[src/rtl/mac_pkg.sv]
// Shared types and constants for the 3x3 multiply-accumulate stage.
package mac_pkg;

  localparam int unsigned OPERAND_WIDTH = 3;
  localparam int unsigned PRODUCT_WIDTH = 6;

  typedef enum logic [0:0] {
    ACCUM,
    HOLD
  } mac_state_t;

  // Width of a counter that must hold values 0..terms inclusive.
  function automatic int unsigned cnt_width(input int unsigned terms);
    return $clog2(terms + 1);
  endfunction

endpackage

[src/rtl/array_multiplier_3x3.sv]
// Unsigned 3x3 array multiplier: three shifted partial-product rows summed into a 6-bit product.
module array_multiplier_3x3
  import mac_pkg::*;
(
  input  logic [OPERAND_WIDTH-1:0] a_i,
  input  logic [OPERAND_WIDTH-1:0] b_i,
  output logic [PRODUCT_WIDTH-1:0] p_o
);

  logic [PRODUCT_WIDTH-1:0] row0;
  logic [PRODUCT_WIDTH-1:0] row1;
  logic [PRODUCT_WIDTH-1:0] row2;

  // Partial-product rows, one per multiplier bit, pre-shifted into product alignment.
  always_comb begin
    row0 = {3'b000, a_i & {OPERAND_WIDTH{b_i[0]}}};
    row1 = {2'b00, a_i & {OPERAND_WIDTH{b_i[1]}}, 1'b0};
    row2 = {1'b0, a_i & {OPERAND_WIDTH{b_i[2]}}, 2'b00};
    // 7*7 = 49 fits in six bits, so the row sum never carries out.
    p_o  = row0 + row1 + row2;
  end

endmodule

[src/rtl/mac_accumulator_3x3.sv]
// Sequential multiply-accumulate stage: captures operand pairs over valid/ready, multiplies
// them in array_multiplier_3x3 and sums TERMS products into one result held for downstream.
// Optional build macro SATURATE_EN: accumulator clamps to all-ones on carry out instead of
// wrapping; out_overflow is set either way. ACC_WIDTH must be at least 6.
module mac_accumulator_3x3
  import mac_pkg::*;
#(
  parameter int unsigned ACC_WIDTH = 8,
  parameter int unsigned TERMS     = 4
) (
  input  logic                     clk,
  input  logic                     rst_n,
  input  logic                     in_valid,
  output logic                     in_ready,
  input  logic [OPERAND_WIDTH-1:0] in1,
  input  logic [OPERAND_WIDTH-1:0] in2,
  output logic                     out_valid,
  input  logic                     out_ready,
  output logic [ACC_WIDTH-1:0]     out_sum,
  output logic                     out_overflow
);

  localparam int unsigned CntW = cnt_width(TERMS);
  localparam logic [CntW-1:0] TermsC = CntW'(TERMS);
  localparam logic [CntW-1:0] CntOne = CntW'(1);

  mac_state_t               state_q, state_d;
  logic [OPERAND_WIDTH-1:0] op1_q, op1_d;
  logic [OPERAND_WIDTH-1:0] op2_q, op2_d;
  logic                     op_vld_q, op_vld_d;
  logic [CntW-1:0]          issued_q, issued_d;
  logic [CntW-1:0]          added_q, added_d;
  logic [ACC_WIDTH-1:0]     acc_q, acc_d;
  logic                     ovf_q, ovf_d;
  logic                     out_valid_q, out_valid_d;
  logic                     in_ready_q, in_ready_d;

  logic [PRODUCT_WIDTH-1:0] product;
  logic [ACC_WIDTH:0]       sum_ext;
  logic                     accept_in;
  logic                     accept_out;

  array_multiplier_3x3 u_mult (
    .a_i (op1_q),
    .b_i (op2_q),
    .p_o (product)
  );

  // Next-state for handshake, operand capture, accumulation and the ACCUM/HOLD FSM.
  always_comb begin
    state_d     = state_q;
    op1_d       = op1_q;
    op2_d       = op2_q;
    op_vld_d    = 1'b0;
    issued_d    = issued_q;
    added_d     = added_q;
    acc_d       = acc_q;
    ovf_d       = ovf_q;

    accept_in   = in_valid && in_ready_q;
    accept_out  = out_valid_q && out_ready;
    sum_ext     = {1'b0, acc_q} + (ACC_WIDTH + 1)'(product);

    if (accept_in) begin
      op1_d    = in1;
      op2_d    = in2;
      op_vld_d = 1'b1;
      issued_d = issued_q + CntOne;
    end

    if (op_vld_q) begin
`ifdef SATURATE_EN
      // Once clamped, every later add either carries again or adds zero, so it stays clamped.
      acc_d = sum_ext[ACC_WIDTH] ? {ACC_WIDTH{1'b1}} : sum_ext[ACC_WIDTH-1:0];
`else
      acc_d = sum_ext[ACC_WIDTH-1:0];
`endif
      ovf_d   = ovf_q | sum_ext[ACC_WIDTH];
      added_d = added_q + CntOne;
      if (added_d == TermsC) begin
        state_d = HOLD;
      end
    end

    // Result consumed: start a fresh dot product on the same edge.
    if (accept_out) begin
      state_d  = ACCUM;
      issued_d = '0;
      added_d  = '0;
      acc_d    = '0;
      ovf_d    = 1'b0;
    end

    // out_valid trails entry into HOLD by one edge and drops on the accepting edge.
    out_valid_d = (state_q == HOLD) && !accept_out;
    // Registered so it stays low throughout reset and rises on the first edge after it.
    in_ready_d  = (state_d == ACCUM) && (issued_d < TermsC);
  end

  // State registers with asynchronous active-low reset.
  always_ff @(posedge clk or negedge rst_n) begin
    if (!rst_n) begin
      state_q     <= ACCUM;
      op1_q       <= '0;
      op2_q       <= '0;
      op_vld_q    <= 1'b0;
      issued_q    <= '0;
      added_q     <= '0;
      acc_q       <= '0;
      ovf_q       <= 1'b0;
      out_valid_q <= 1'b0;
      in_ready_q  <= 1'b0;
    end else begin
      state_q     <= state_d;
      op1_q       <= op1_d;
      op2_q       <= op2_d;
      op_vld_q    <= op_vld_d;
      issued_q    <= issued_d;
      added_q     <= added_d;
      acc_q       <= acc_d;
      ovf_q       <= ovf_d;
      out_valid_q <= out_valid_d;
      in_ready_q  <= in_ready_d;
    end
  end

  assign in_ready     = in_ready_q;
  assign out_valid    = out_valid_q;
  assign out_sum      = acc_q;
  assign out_overflow = ovf_q;

endmodule

[config.mk]
export PLATFORM = sky130hd
export DESIGN_NAME = mac_accumulator_3x3
export DESIGN_NICKNAME = d
export VERILOG_FILES = /design/src/rtl/mac_pkg.sv /design/src/rtl/array_multiplier_3x3.sv /design/src/rtl/mac_accumulator_3x3.sv
export SDC_FILE = /design/constraint.sdc
export NUM_CORES = 1
export LEC_CHECK = 0
export ABC_CLOCK_PERIOD_IN_PS = 3900
export CAP_MARGIN = 20
export CORE_MARGIN = 3
export CORE_UTILIZATION = 35
export CTS_BUF_LIST = sky130_fd_sc_hd__clkbuf_4
export DETAILED_ROUTE_END_ITERATION = 10
export GPL_TIMING_DRIVEN = 0
export PLACE_DENSITY = 0.6
export SLEW_MARGIN = 15
export SYNTH_ARGS = -nofsm -noshare
export SYNTH_HDL_FRONTEND = slang
export SYNTH_SLANG_ARGS = --single-unit
[constraint.sdc]
create_clock -name clk -period 3.9 [get_ports clk]
set_clock_uncertainty 0.2 [all_clocks]
set_input_delay 0.975 -clock clk [delete_from_list [all_inputs] [get_ports clk]]
set_output_delay 0.975 -clock clk [all_outputs]
set_load 0.1 [all_outputs]
* Word level (Yosys, flattened, before mapping)
Cells that the tools add are included.
** Word-level totals
- Flip-flop bits (word level) :: 25
- Bits of input ports :: 10
- Output and inout bits :: 11
- Logic and storage cells :: 40
** Cells by class
- $add $sub $neg :: 5
- $lt $le $gt $ge :: 1
- Equal/unequal tests :: 1
- Muxes and demuxes :: 12
- Bitwise gates (word level) :: 5
- Reductions and logical operators :: 6
** Operators with widths (number)
- $mux 8 :: 2
- $mux 3 :: 4
- $add 8x6->9 :: 1
- $and 3x3->3 :: 3
- $add 3x1->3 const B :: 2
- $add 6x5->6 :: 1
- $mux 1 :: 6
- $add 3x4->5 :: 1
- $logic_and 1x1->1 :: 4
- $eq 3x3->1 const B :: 1
- $lt 3x3->1 const B :: 1
- $reduce_bool 2->1 :: 1
- $logic_not 1->1 :: 1
- $not 1->1 :: 1
- $or 1x1->1 :: 1

* Depth between registers and ports, before layout
Gate-level depths: netlist of run 1.
- Word-level depth :: 7
- Gate-level depth with buffers :: 12
- Gate-level depth less buffers :: 12

* Hierarchy
From an unflattened synthesis of run 1, not the netlist that was laid out.
** Second synthesis, totals
- Cells, all modules :: 141
- Area, all modules :: 1500.2 µm²
** Modules (own cells, without submodules)
- mac_accumulator_3x3 :: times used 1, cells an instance 117, area each 1303.8 µm², seq. area each 625.6 µm²
- array_multiplier_3x3 :: times used 1, cells an instance 24, area each 196.4 µm², seq. area each 0.0 µm²

* Worst setup path after synthesis of run 1
No wires, ideal clock.
- Path type :: reg2reg
- Start :: reg op1_q[1]
- End :: reg acc_q[6], in the netlist out_sum[6]
- Library setup time :: 79 ps
- Data arrival time :: 2883 ps
- Data required time :: 3621 ps
- Slack :: 737 ps
- Stages on the path, launching flop included :: 12
- Buffers on the path :: 0
- Clock period less this slack :: 3163 ps
- Path through :: dfrtp_1 -> and2_1 -> ha_1 -> fa_1 -> ha_1 -> fa_1 -> xor2_1 -> ha_1 -> o211a_1 -> o31ai_2 -> a21boi_1 -> mux2i_1
** On the way
- Longest elaborated chain between the ends :: 6
- Elaborated cells between the ends (all ways) :: 8
- Those cells by class :: add/sub: 3; mux: 2; bitwise: 3
** RTL lines
- from (decl) :: line mac_accumulator_3x3.sv:28 : logic [OPERAND_WIDTH-1:0] op1_q, op1_d;
- from (signal assigned) :: line mac_accumulator_3x3.sv:115 : op1_q <= op1_d;
- $and 3x3->3, on equally long branches :: line array_multiplier_3x3.sv:16, array_multiplier_3x3.sv:17
- $add 3x4->5 :: line array_multiplier_3x3.sv:20 : p_o = row0 + row1 + row2;
- $add 6x5->6 * :: line array_multiplier_3x3.sv:20
- $add 8x6->9 * :: line mac_accumulator_3x3.sv:62 : sum_ext = {1'b0, acc_q} + (ACC_WIDTH + 1)'(product);
- $mux 8 * :: line mac_accumulator_3x3.sv:71 : if (op_vld_q) begin
- $mux 8 * :: line mac_accumulator_3x3.sv:86 : if (accept_out) begin
- to (signal assigned) :: line mac_accumulator_3x3.sv:109 : acc_q <= '0;
- to (signal assigned) :: line mac_accumulator_3x3.sv:120 : acc_q <= acc_d;
- to (decl) :: line mac_accumulator_3x3.sv:33 : logic [ACC_WIDTH-1:0] acc_q, acc_d;
Every way passes the cells marked *; elsewhere a longest branch is shown, timed or not. The select of a mux whose other input is x is not followed.
A chain may end at the register's enable or synchronous reset.

* Worst setup path in the final report of run 1
Ends and elaborated chain as after synthesis.

==> Flow_metrics.wiki, run 1 <==
{| class="wikitable"
! Metric !! Value
|-
| CTS root buf || clkbuf_4
|-
| Largest area contributor in the netlist || dfrtp_1
|-
| Via count of the first global-routing pass || approximately 1100
|-
| Count of placed standard cells in the final layout, fillers left out || between 200 and 250
|-
| Area added between synthesis and finish || 20.1%
|-
| Setup fix buffers added after clock tree synthesis || 0
|-
| Placed cell areas || ~1800 µm²
|-
| First-iteration detailed-routing DRC count || 39
|-
| Min cycle time layout || around 3.4 ns
|-
| Gp weighted congestion || ~0.73
|-
| Slew at the pin closest to its max-slew limit || roughly 0.97 ns
|-
| Yosys top cell area share || 0.409
|-
| Maximum capacitance violations || 0
|-
| Commonest non-fill, non-tap cell in the layout || dfrtp_1
|-
| Cell total after placement || about 220
|-
| Core footprint || between 4000 and 5000 µm²
|-
| Gate Count Post-Synth || 144
|-
| FP Rows || 23
|-
| Final total negative setup slack || 0 ns
|-
| Total routing usage reported by global routing || 0.123
|-
| Die height || around 72 µm
|-
| Final design utilization || 0.447
|-
| Most frequent cells in the layout || dfrtp_1 (25), clkdlybuf4s50_1 (20), ha_1 (15)
|-
| CP startpoint kind || register
|-
| Post-route DRC violation count || 0
|-
| Setup repair after global routing missed its margin || false
|-
| Sequential cell area fraction in the yosys report || 0.409
|-
| Arrival time at the worst endpoint || approximately 3.4 ns
|-
| Max Slew Vio Count || 0
|-
| Required time at the endpoint of the critical path || 3.96 ns
|-
| Number of synthesis warnings || 0
|-
| Clock transition at the register clock pins on the worst setup and hold paths after CTS || approximately 0.16 ns
|-
| Total congestion overflow after global routing || 0
|-
| Total Nets Final || slightly below 200
|-
| Max-Slew Margin vs Limit || 0.352
|-
| Syn Nets || between 150 and 200
|-
| Resized Gates After CTS || 0
|-
| Via count || 1124
|-
| TritonCTS Buffers || 3
|-
| Summed area of non-filler cells in the final layout || between 1500 and 2000 µm²
|-
| TritonCTS Sinks || 25
|-
| Chip Width || just over 70 µm
|-
| Vias per cell || 5.13
|-
| Capturing element type of the critical path || register
|-
| Ratio of cells with drive above 1 in the final layout || 0.101
|-
| CTS tree || built
|-
| I/O pin total || 21
|-
| Pin count of the biggest net entering global routing || 16
|-
| Cells taking the most area after synthesis || dfrtp_1 (41%), ha_1 (12%), mux2_2 (4.4%)
|-
| Critical path start-end classification || reg -> reg
|-
| Number of hold buffers added after CTS || 0
|-
| Antenna-violating nets left || 0
|-
| Flops & latches, synth || 25
|-
| Routed length per instance || between 10 and 15 µm
|-
| Final count of negative-setup-slack endpoints || 0
|-
| Pre-Repair DR Iteration Count || 4
|-
| Total Wirelength || around 2.9 mm
|-
| Fillers || around 400
|-
| Critical-path maximum fanout || 7
|-
| Number of antenna violations at the first check in global routing || 0
|-
| Detailed Place HPWL || approximately 2.3 mm
|-
| IO buf count || 20
|-
| Status || finished clean
|-
| Die ar. || ~5200 µm²
|-
| Count of inserted antenna diode cells || 0
|-
| Worst hold path type || reg -> reg
|-
| First-pass GRT wire length || roughly 5.2 mm
|-
| Cell area after technology mapping || 1530 µm²
|-
| H-tree levels || 1
|-
| Max Buffers Root-to-Sink || 2
|-
| Clock latency on the worst-skew pair || approximately 0.32 ns
|-
| Mean post-synth cell area || 10.6 µm²
|-
| Yosys cell types || 37
|-
| Initial Util || 0.372
|-
| Achievable clock frequency || roughly 300 MHz
|-
| Final worst-path cycle share || 0.862
|-
| Total count of hold-check failures in the final report || 0
|}
[critical path, stage by stage (launching register included)]
cell,delay [ns]
dfrtp_1,0.43
and2_1,0.17
ha_1,0.22
fa_1,0.44
ha_1,0.23
fa_1,0.44
xor2_1,0.18
ha_1,0.39
o211a_1,0.19
o31ai_2,0.07
a21boi_1,0.16
mux2i_1,0.20
[registers in the layout (all words and copies together) (netlist names)]
name and count:
added_q 3, out_sum 8, op_vld_q 1, op2_q 3, out_overflow 1, out_valid 1
state_q 1, issued_q 3, in_ready 1, op1_q 3
[cell usage after synthesis]
library cell and count:
dfrtp_1 25, ha_1 15, nand2_1 12, and2_1 10
nor2_1 10, a21oi_1 6, mux2_2 6, inv_1 5
mux2i_1 5, xor2_1 5, a211oi_1 3, a21o_1 3
fa_1 3, nand3_1 3, o21ai_0 3, xnor2_1 3
a31oi_1 2, clkbuf_1 2, nand2b_1 2, nand4_1 2
o21a_1 2, o21ai_1 2, a211oi_2 1, a21boi_1 1
buf_2 1, buf_4 1, nand3b_1 1, nor2b_1 1
nor2b_4 1, nor3_1 1, nor3b_1 1, nor4bb_1 1
o2111ai_1 1, o211a_1 1, o211ai_1 1, o21ai_2 1
o31ai_2 1
[layout make-up]
type,instances,area (µm²),share of cell area
Buffer,4,20.0,0.0109
Sequential cell,25,626,0.340
Tap cell,50,62.6,0.0340
Timing Repair Buffer,21,215,0.117
Clock buffer,3,22.5,0.0123
Multi-Input combinational cell,110,866,0.471
Clock inverter,1,7.51,0.00408
Inverter,5,18.8,0.0102
[layer usage]
metal,vias to the layer above,share of wire,track usage
met2,18,0.53,0.217
met5,-,0,0
met1,550,0.44,0.151
met3,4,0.022,0.0180
met4,0,0.013,0.0418
li1,552,-,-
[worst paths after layout]
| kind | endpoint | startpoint | slack [ns] | cells after the start |
|---|---|---|---|---|
| worst max-delay path | out_sum[6] | op1_q[1] | 0.54 | 11 |
| worst min-delay path | out_valid | state_q | 0.30 | 1 |
| worst max register to register | out_sum[6] | op1_q[1] | 0.54 | 11 |
| worst min register to register | out_valid | state_q | 0.30 | 1 |
| max in group asynchronous | op1_q[2] | rst_n | 2.20 | 2 |
| min in group asynchronous | out_sum[5] | rst_n | 0.78 | 1 |
[logic make-up after synthesis]
family          share of synthesized area
simple gates                        0.154
mux                                0.0769
compound gates                      0.128
xor+xnor                           0.0458
fa+ha+maj                           0.162
flops                               0.409
buf+inv                            0.0253
[through the flow]
step	hold WS, ns	setup slack [ns]
after floorplan	0.254	0.737
after global placement	0.266	0.577
after detailed placement	0.274	0.516
after CTS	0.310	0.518
after global routing	0.333	0.397
final	0.304	0.538
Power of run 1 is not shown: default switching activity piles up to over one toggle a cycle in this logic, so the estimate is an artifact.
==> run 2: changes to the inputs <==
--- a/config.mk
+++ b/config.mk
@@ -7,12 +7,14 @@
 export LEC_CHECK = 0
 export ABC_CLOCK_PERIOD_IN_PS = 3900
 export CAP_MARGIN = 20
+export CELL_PAD_IN_SITES_DETAIL_PLACEMENT = 1
+export CELL_PAD_IN_SITES_GLOBAL_PLACEMENT = 1
 export CORE_MARGIN = 3
 export CORE_UTILIZATION = 35
 export CTS_BUF_LIST = sky130_fd_sc_hd__clkbuf_4
 export DETAILED_ROUTE_END_ITERATION = 10
 export GPL_TIMING_DRIVEN = 0
-export PLACE_DENSITY = 0.6
+export PLACE_DENSITY = 0.72
 export SLEW_MARGIN = 15
 export SYNTH_ARGS = -nofsm -noshare
 export SYNTH_HDL_FRONTEND = slang
==> run 2 against run 1 <==
Compared with the run above:
- maximum frequency down 2.4%
- via count grew 1.9%
- final area increased by 0.68%
- clock-buffer cell count up 1
- cell count stayed put
- first-iteration DRC count increased by 150%
- highest routed layer unchanged
- sequential share of layout area down 0.23 points
- worst hold slack better by 0.0070 ns
- setup slack got worse by 0.082 ns
==> Flow_metrics.wiki, run 2 (synthesis results as in run 1) <==
{| class="wikitable"
! Metric !! Value
|-
| Status || finished clean
|-
| IO buf count || 20 (unchanged)
|-
| Most frequent cells in the layout || dfrtp_1 (25), clkdlybuf4s50_1 (20), ha_1 (15)
|-
| Number of hold buffers added after CTS || 0 (unchanged)
|-
| Total routing usage reported by global routing || 0.146 (+0.0236)
|-
| Vias per cell || 5.23 (+1.9%)
|-
| Clock transition at the register clock pins on the worst setup and hold paths after CTS || 0.13 ns (-0.03 ns)
|-
| Area added between synthesis and finish || 20.9%
|-
| Total congestion overflow after global routing || 0 (unchanged)
|-
| Flip-flop count of the largest register after layout || 8 (unchanged)
|-
| Capturing element type of the critical path || register
|-
| Required time at the endpoint of the critical path || 3.95 ns (about the same)
|-
| Setup fix buffers added after clock tree synthesis || 0 (unchanged)
|-
| Die ar. || 5200 µm² (unchanged)
|-
| Antenna-violating nets left || 0 (unchanged)
|-
| Max-Slew Margin vs Limit || 0.352 (-0.000833)
|-
| Ratio of cells with drive above 1 in the final layout || 0.101 (unchanged)
|-
| Worst flop-to-flop path startpoint || op1_q[1]
|-
| Clock latency on the worst-skew pair || 0.31 ns (about the same)
|-
| Max Slew Vio Count || 0 (unchanged)
|-
| Hold Path Depth || 1 (unchanged)
|-
| Core footprint || 4120 µm² (unchanged)
|-
| Commonest non-fill, non-tap cell in the layout || dfrtp_1
|-
| Resized Gates After CTS || 0 (unchanged)
|-
| Total Nets Final || 198 (unchanged)
|-
| Max stage delay cell, worst path || fa_1
|-
| Buf+Inv Stages, Crit Path || 0 (unchanged)
|-
| Worst hold path type || reg -> reg
|-
| Maximum capacitance violations || 0 (unchanged)
|-
| Placed cell areas || 1820 µm² (+0.69%)
|-
| Critical path's most frequent cell || ha_1
|-
| TritonCTS Buffers || 3 (unchanged)
|-
| Cell chain of the critical path || and2_1, ha_1, fa_1, ha_1, fa_1, xor2_1, ha_1, o211a_1, o31ai_2, a21boi_1, mux2i_1
|-
| Launching instance or port of the critical path || op1_q[1]
|-
| Slew at the pin closest to its max-slew limit || 0.970 ns (+0.00125 ns)
|-
| Via count || 1145 (+1.9%)
|-
| Final design utilization || 0.450 (+0.00304)
|-
| TritonCTS Sinks || 25 (unchanged)
|-
| Initial Util || 0.372 (unchanged)
|-
| Via count of the first global-routing pass || 1260 (+9.7%)
|-
| H-tree levels || 1 (unchanged)
|-
| Family of cells with the greatest summed delay on the critical path || adder cells
|-
| Chip Width || 72.1 µm (unchanged)
|-
| Startpoint of the worst hold path || state_q
|-
| Gp weighted congestion || 0.752 (+2.4%)
|-
| Achievable clock frequency || 290 MHz (-2.4%)
|-
| Setup repair after global routing missed its margin || false
|-
| Die height || 72.1 µm (unchanged)
|-
| Max Buffers Root-to-Sink || 2 (unchanged)
|-
| Final count of negative-setup-slack endpoints || 0 (unchanged)
|-
| Critical-path maximum fanout || 7 (unchanged)
|-
| Final total negative setup slack || 0 ns (unchanged)
|-
| I/O pin total || 21 (unchanged)
|-
| Fillers || 469 (+17%)
|-
| Detailed Place HPWL || 2.72 mm (+17%)
|-
| Number of antenna violations at the first check in global routing || 0 (unchanged)
|-
| Total count of hold-check failures in the final report || 0 (unchanged)
|-
| Count of inserted antenna diode cells || 0 (unchanged)
|-
| Min cycle time layout || 3.44 ns (+0.0820 ns)
|-
| First-iteration detailed-routing DRC count || 96 (+150%)
|-
| CP startpoint kind || register
|-
| Routed length per instance || 15.3 µm (+16%)
|-
| Total Wirelength || 3.35 mm (+16%)
|-
| Arrival time at the worst endpoint || 3.49 ns (+0.06 ns)
|-
| Final worst-path cycle share || 0.883 (+0.0210)
|-
| Count of cell instances traversed by the critical path || 11 (unchanged)
|-
| R2R depth || 11 (unchanged)
|-
| FP Rows || 23 (unchanged)
|-
| Pin count of the biggest net entering global routing || 17 (+1)
|-
| Summed area of non-filler cells in the final layout || 1850 µm² (+0.68%)
|-
| First-pass GRT wire length || 6.07 mm (+17%)
|-
| CTS root buf || clkbuf_4
|-
| Post-route DRC violation count || 0 (unchanged)
|-
| Delay contributed by the slowest stage of the critical path || 0.45 ns (about the same)
|-
| CTS tree || built
|-
| Critical path start-end classification || reg -> reg
|-
| Pre-Repair DR Iteration Count || 4 (unchanged)
|}
run 2: cell count changes in the layout (fill, tap and decap cells not counted):
cell / previous run / this run
buf_16: 0 / 1
buf_8: 1 / 0
clkbuf_4: 3 / 4
clkinvlp_4: 1 / 0
run 2: area by class of cell:
cell class	count	area (µm²)	area share
multi-input cells	110	866	0.468
flip-flops and latches	25	626	0.338
repair buffers	21	228	0.123
well taps	50	62.6	0.0338
clock buffers	4	30.0	0.0162
plain buffers	4	20.0	0.0108
inverters	5	18.8	0.0101
run 2: final timing paths:
check / endpoint / slack (ns)
min in group asynchronous: out_sum[5] / 0.82
max in group asynchronous: issued_q[0] / 2.20
min reg2reg: out_valid / 0.31
max: out_sum[6] / 0.46
max reg2reg: out_sum[6] / 0.46
min: out_valid / 0.31
run 2: layer usage:
layer  GRT usage  part of all wire  vias up
met5           0                 0        -
met4      0.0251            0.0057        0
met3      0.0263             0.020        2
met2       0.252              0.54        8
met1       0.194              0.44      582
li1            -                 -      553
run 2: metrics by stage:
| step | instances | hold slack, ns | worst slack (ns) |
|---|---|---|---|
| CTS | 219 | 0.317 | 0.439 |
| floorplan | 144 | 0.254 | 0.737 |
| finish | 219 | 0.311 | 0.456 |
| global route | 219 | 0.335 | 0.219 |
| global placement | 214 | 0.274 | 0.572 |
| detailed placement | 215 | 0.283 | 0.459 |
Power of run 2 is left out for the same reason.
==> run 3: changes to the inputs <==
--- a/config.mk
+++ b/config.mk
@@ -10,11 +10,11 @@
 export CELL_PAD_IN_SITES_DETAIL_PLACEMENT = 1
 export CELL_PAD_IN_SITES_GLOBAL_PLACEMENT = 1
 export CORE_MARGIN = 3
-export CORE_UTILIZATION = 35
+export CORE_UTILIZATION = 44
 export CTS_BUF_LIST = sky130_fd_sc_hd__clkbuf_4
 export DETAILED_ROUTE_END_ITERATION = 10
 export GPL_TIMING_DRIVEN = 0
-export PLACE_DENSITY = 0.72
+export PLACE_DENSITY = 0.86
 export SLEW_MARGIN = 15
 export SYNTH_ARGS = -nofsm -noshare
 export SYNTH_HDL_FRONTEND = slang
==> run 3 against run 2 <==
Compared with the run above:
- routed wire length rose by 8.0%
- non-clock buffer count did not move
- first-iteration DRC count fell by 73%
- critical path type unchanged
- critical endpoint unchanged
- largest cell class unchanged
- highest routed layer unchanged
==> Flow_metrics.wiki, run 3 (synthesis results as in run 1) <==
{| class="wikitable"
! Metric !! Value
|-
| Max Buffers Root-to-Sink || 2 (unchanged)
|-
| Setup repair after global routing missed its margin || false
|-
| Flip-flop count of the largest register after layout || 8 (unchanged)
|-
| Critical-path maximum fanout || 7 (unchanged)
|-
| TritonCTS Buffers || 3 (unchanged)
|-
| Total Wirelength || 3.62 mm (+8.0%)
|-
| Resized Gates After CTS || 0 (unchanged)
|-
| Die height || 65.0 µm (-9.9%)
|-
| Number of hold buffers added after CTS || 0 (unchanged)
|-
| Pin count of the biggest net entering global routing || 18 (+1)
|-
| Gp weighted congestion || 0.844 (+12%)
|-
| Die ar. || 4220 µm² (-19%)
|-
| Slew at the pin closest to its max-slew limit || 0.973 ns (+0.00347 ns)
|-
| Grt peak-use layer || met2
|-
| Routed length per instance || 17.0 µm (+11%)
|-
| M2 GR Usage || 0.355 (+0.103)
|-
| Initial Util || 0.481 (+0.110)
|-
| GR Util met3 || 0.0329 (+0.00661)
|-
| I/O pin total || 21 (unchanged)
|-
| Critical path start-end classification || reg -> reg
|-
| Setup fix buffers added after clock tree synthesis || 0 (unchanged)
|-
| Maximum capacitance violations || 0 (unchanged)
|-
| Total count of hold-check failures in the final report || 0 (unchanged)
|-
| Max-Slew Margin vs Limit || 0.349 (-0.00232)
|-
| Total Nets Final || 198 (unchanged)
|-
| Ratio of cells with drive above 1 in the final layout || 0.101 (unchanged)
|-
| Met1 layer usage reported by global route || 0.240 (+0.0458)
|-
| Achievable clock frequency || 288 MHz (-0.68%)
|-
| CTS root buf || clkbuf_4
|-
| Area added between synthesis and finish || 19.6%
|-
| Clock transition at the register clock pins on the worst setup and hold paths after CTS || 0.15 ns (+0.02 ns)
|-
| Pre-Repair DR Iteration Count || 4 (unchanged)
|-
| Status || finished clean
|-
| Via count || 1158 (+1.1%)
|-
| Most frequent cells in the layout || dfrtp_1 (25), clkdlybuf4s50_1 (20), ha_1 (15)
|-
| Post-route DRC violation count || 0 (unchanged)
|-
| Antenna-violating nets left || 0 (unchanged)
|-
| Final worst-path cycle share || 0.889 (+0.00604)
|-
| Worst hold path type || reg -> reg
|-
| H-tree levels || 1 (unchanged)
|-
| Chip Width || 65.0 µm (-9.9%)
|-
| CP startpoint kind || register
|-
| Capturing element type of the critical path || register
|-
| IO buf count || 20 (unchanged)
|-
| Clock latency on the worst-skew pair || 0.34 ns (+0.03 ns)
|-
| Final count of negative-setup-slack endpoints || 0 (unchanged)
|-
| Required time at the endpoint of the critical path || 3.96 ns (about the same)
|-
| Cell total after placement || 209 (-2.8%)
|-
| Number of antenna violations at the first check in global routing || 0 (unchanged)
|-
| Pre-CTS setup slack || 0.499 ns (+0.0402 ns)
|-
| Min cycle time layout || 3.47 ns (+0.0235 ns)
|-
| Count of inserted antenna diode cells || 0 (unchanged)
|-
| Core footprint || 3180 µm² (-23%)
|-
| CTS tree || built
|-
| TritonCTS Sinks || 25 (unchanged)
|-
| Commonest non-fill, non-tap cell in the layout || dfrtp_1
|-
| Max Slew Vio Count || 0 (unchanged)
|-
| Total routing usage reported by global routing || 0.195 (+0.0486)
|-
| Total congestion overflow after global routing || 0 (unchanged)
|-
| Setup WS post-layout || 0.432 ns (-0.0235 ns)
|-
| Arrival time at the worst endpoint || 3.53 ns (+0.04 ns)
|-
| First-iteration detailed-routing DRC count || 26 (-73%)
|-
| Vias per cell || 5.44 (+4.0%)
|-
| Count of placed standard cells in the final layout, fillers left out || 213 (-2.7%)
|-
| Detailed Place HPWL || 2.84 mm (+4.4%)
|-
| FP Rows || 20 (-13%)
|-
| Final total negative setup slack || 0 ns (unchanged)
|-
| Via count of the first global-routing pass || 1295 (+2.8%)
|-
| First-pass GRT wire length || 6.27 mm (+3.2%)
|}
-- run 3: worst max-delay path, cell delays in order, from the launching register on --
cell	delay (ns)
dfrtp_1	0.45
and2_1	0.18
ha_1	0.20
fa_1	0.44
ha_1	0.23
fa_1	0.44
xor2_1	0.19
ha_1	0.41
o211a_1	0.19
o31ai_2	0.07
a21boi_1	0.17
mux2i_1	0.21
-- run 3: routing by layer --
layer,vias to the layer above,routed length [µm]
li1,551,-
met2,18,1920
met1,585,1560
met5,-,0
met4,0,37
met3,4,101
-- run 3: per-stage QoR --
stage               hold slack (ns)  cell area (µm²)   util
global placement              0.270             1790  0.562
floorplan                     0.254             1530      -
finish                        0.304             1830  0.576
global route                  0.353             1830  0.576
CTS                           0.310             1830  0.576
detailed placement            0.279             1800  0.567
-- run 3: final timing paths --
check                              from            to  slack [ns]  cells after the start
max                            op1_q[0]    out_sum[6]        0.43                     11
min                        out_overflow  out_overflow        0.30                      1
max reg2reg                    op1_q[0]    out_sum[6]        0.43                     11
min reg2reg                out_overflow  out_overflow        0.30                      1
max in group asynchronous         rst_n      in_ready        2.24                      2
min in group asynchronous         rst_n    out_sum[3]        0.75                      1
-- run 3: final cells by class --
cell class / instances / area, µm²
fillers: 359 / 1350
clock buffers: 4 / 30.0
multi-input cells: 110 / 866
inverters: 5 / 18.8
well taps: 44 / 55.1
flip-flops and latches: 25 / 626
plain buffers: 4 / 20.0
repair buffers: 21 / 215
Power of run 3 is left out for the same reason.
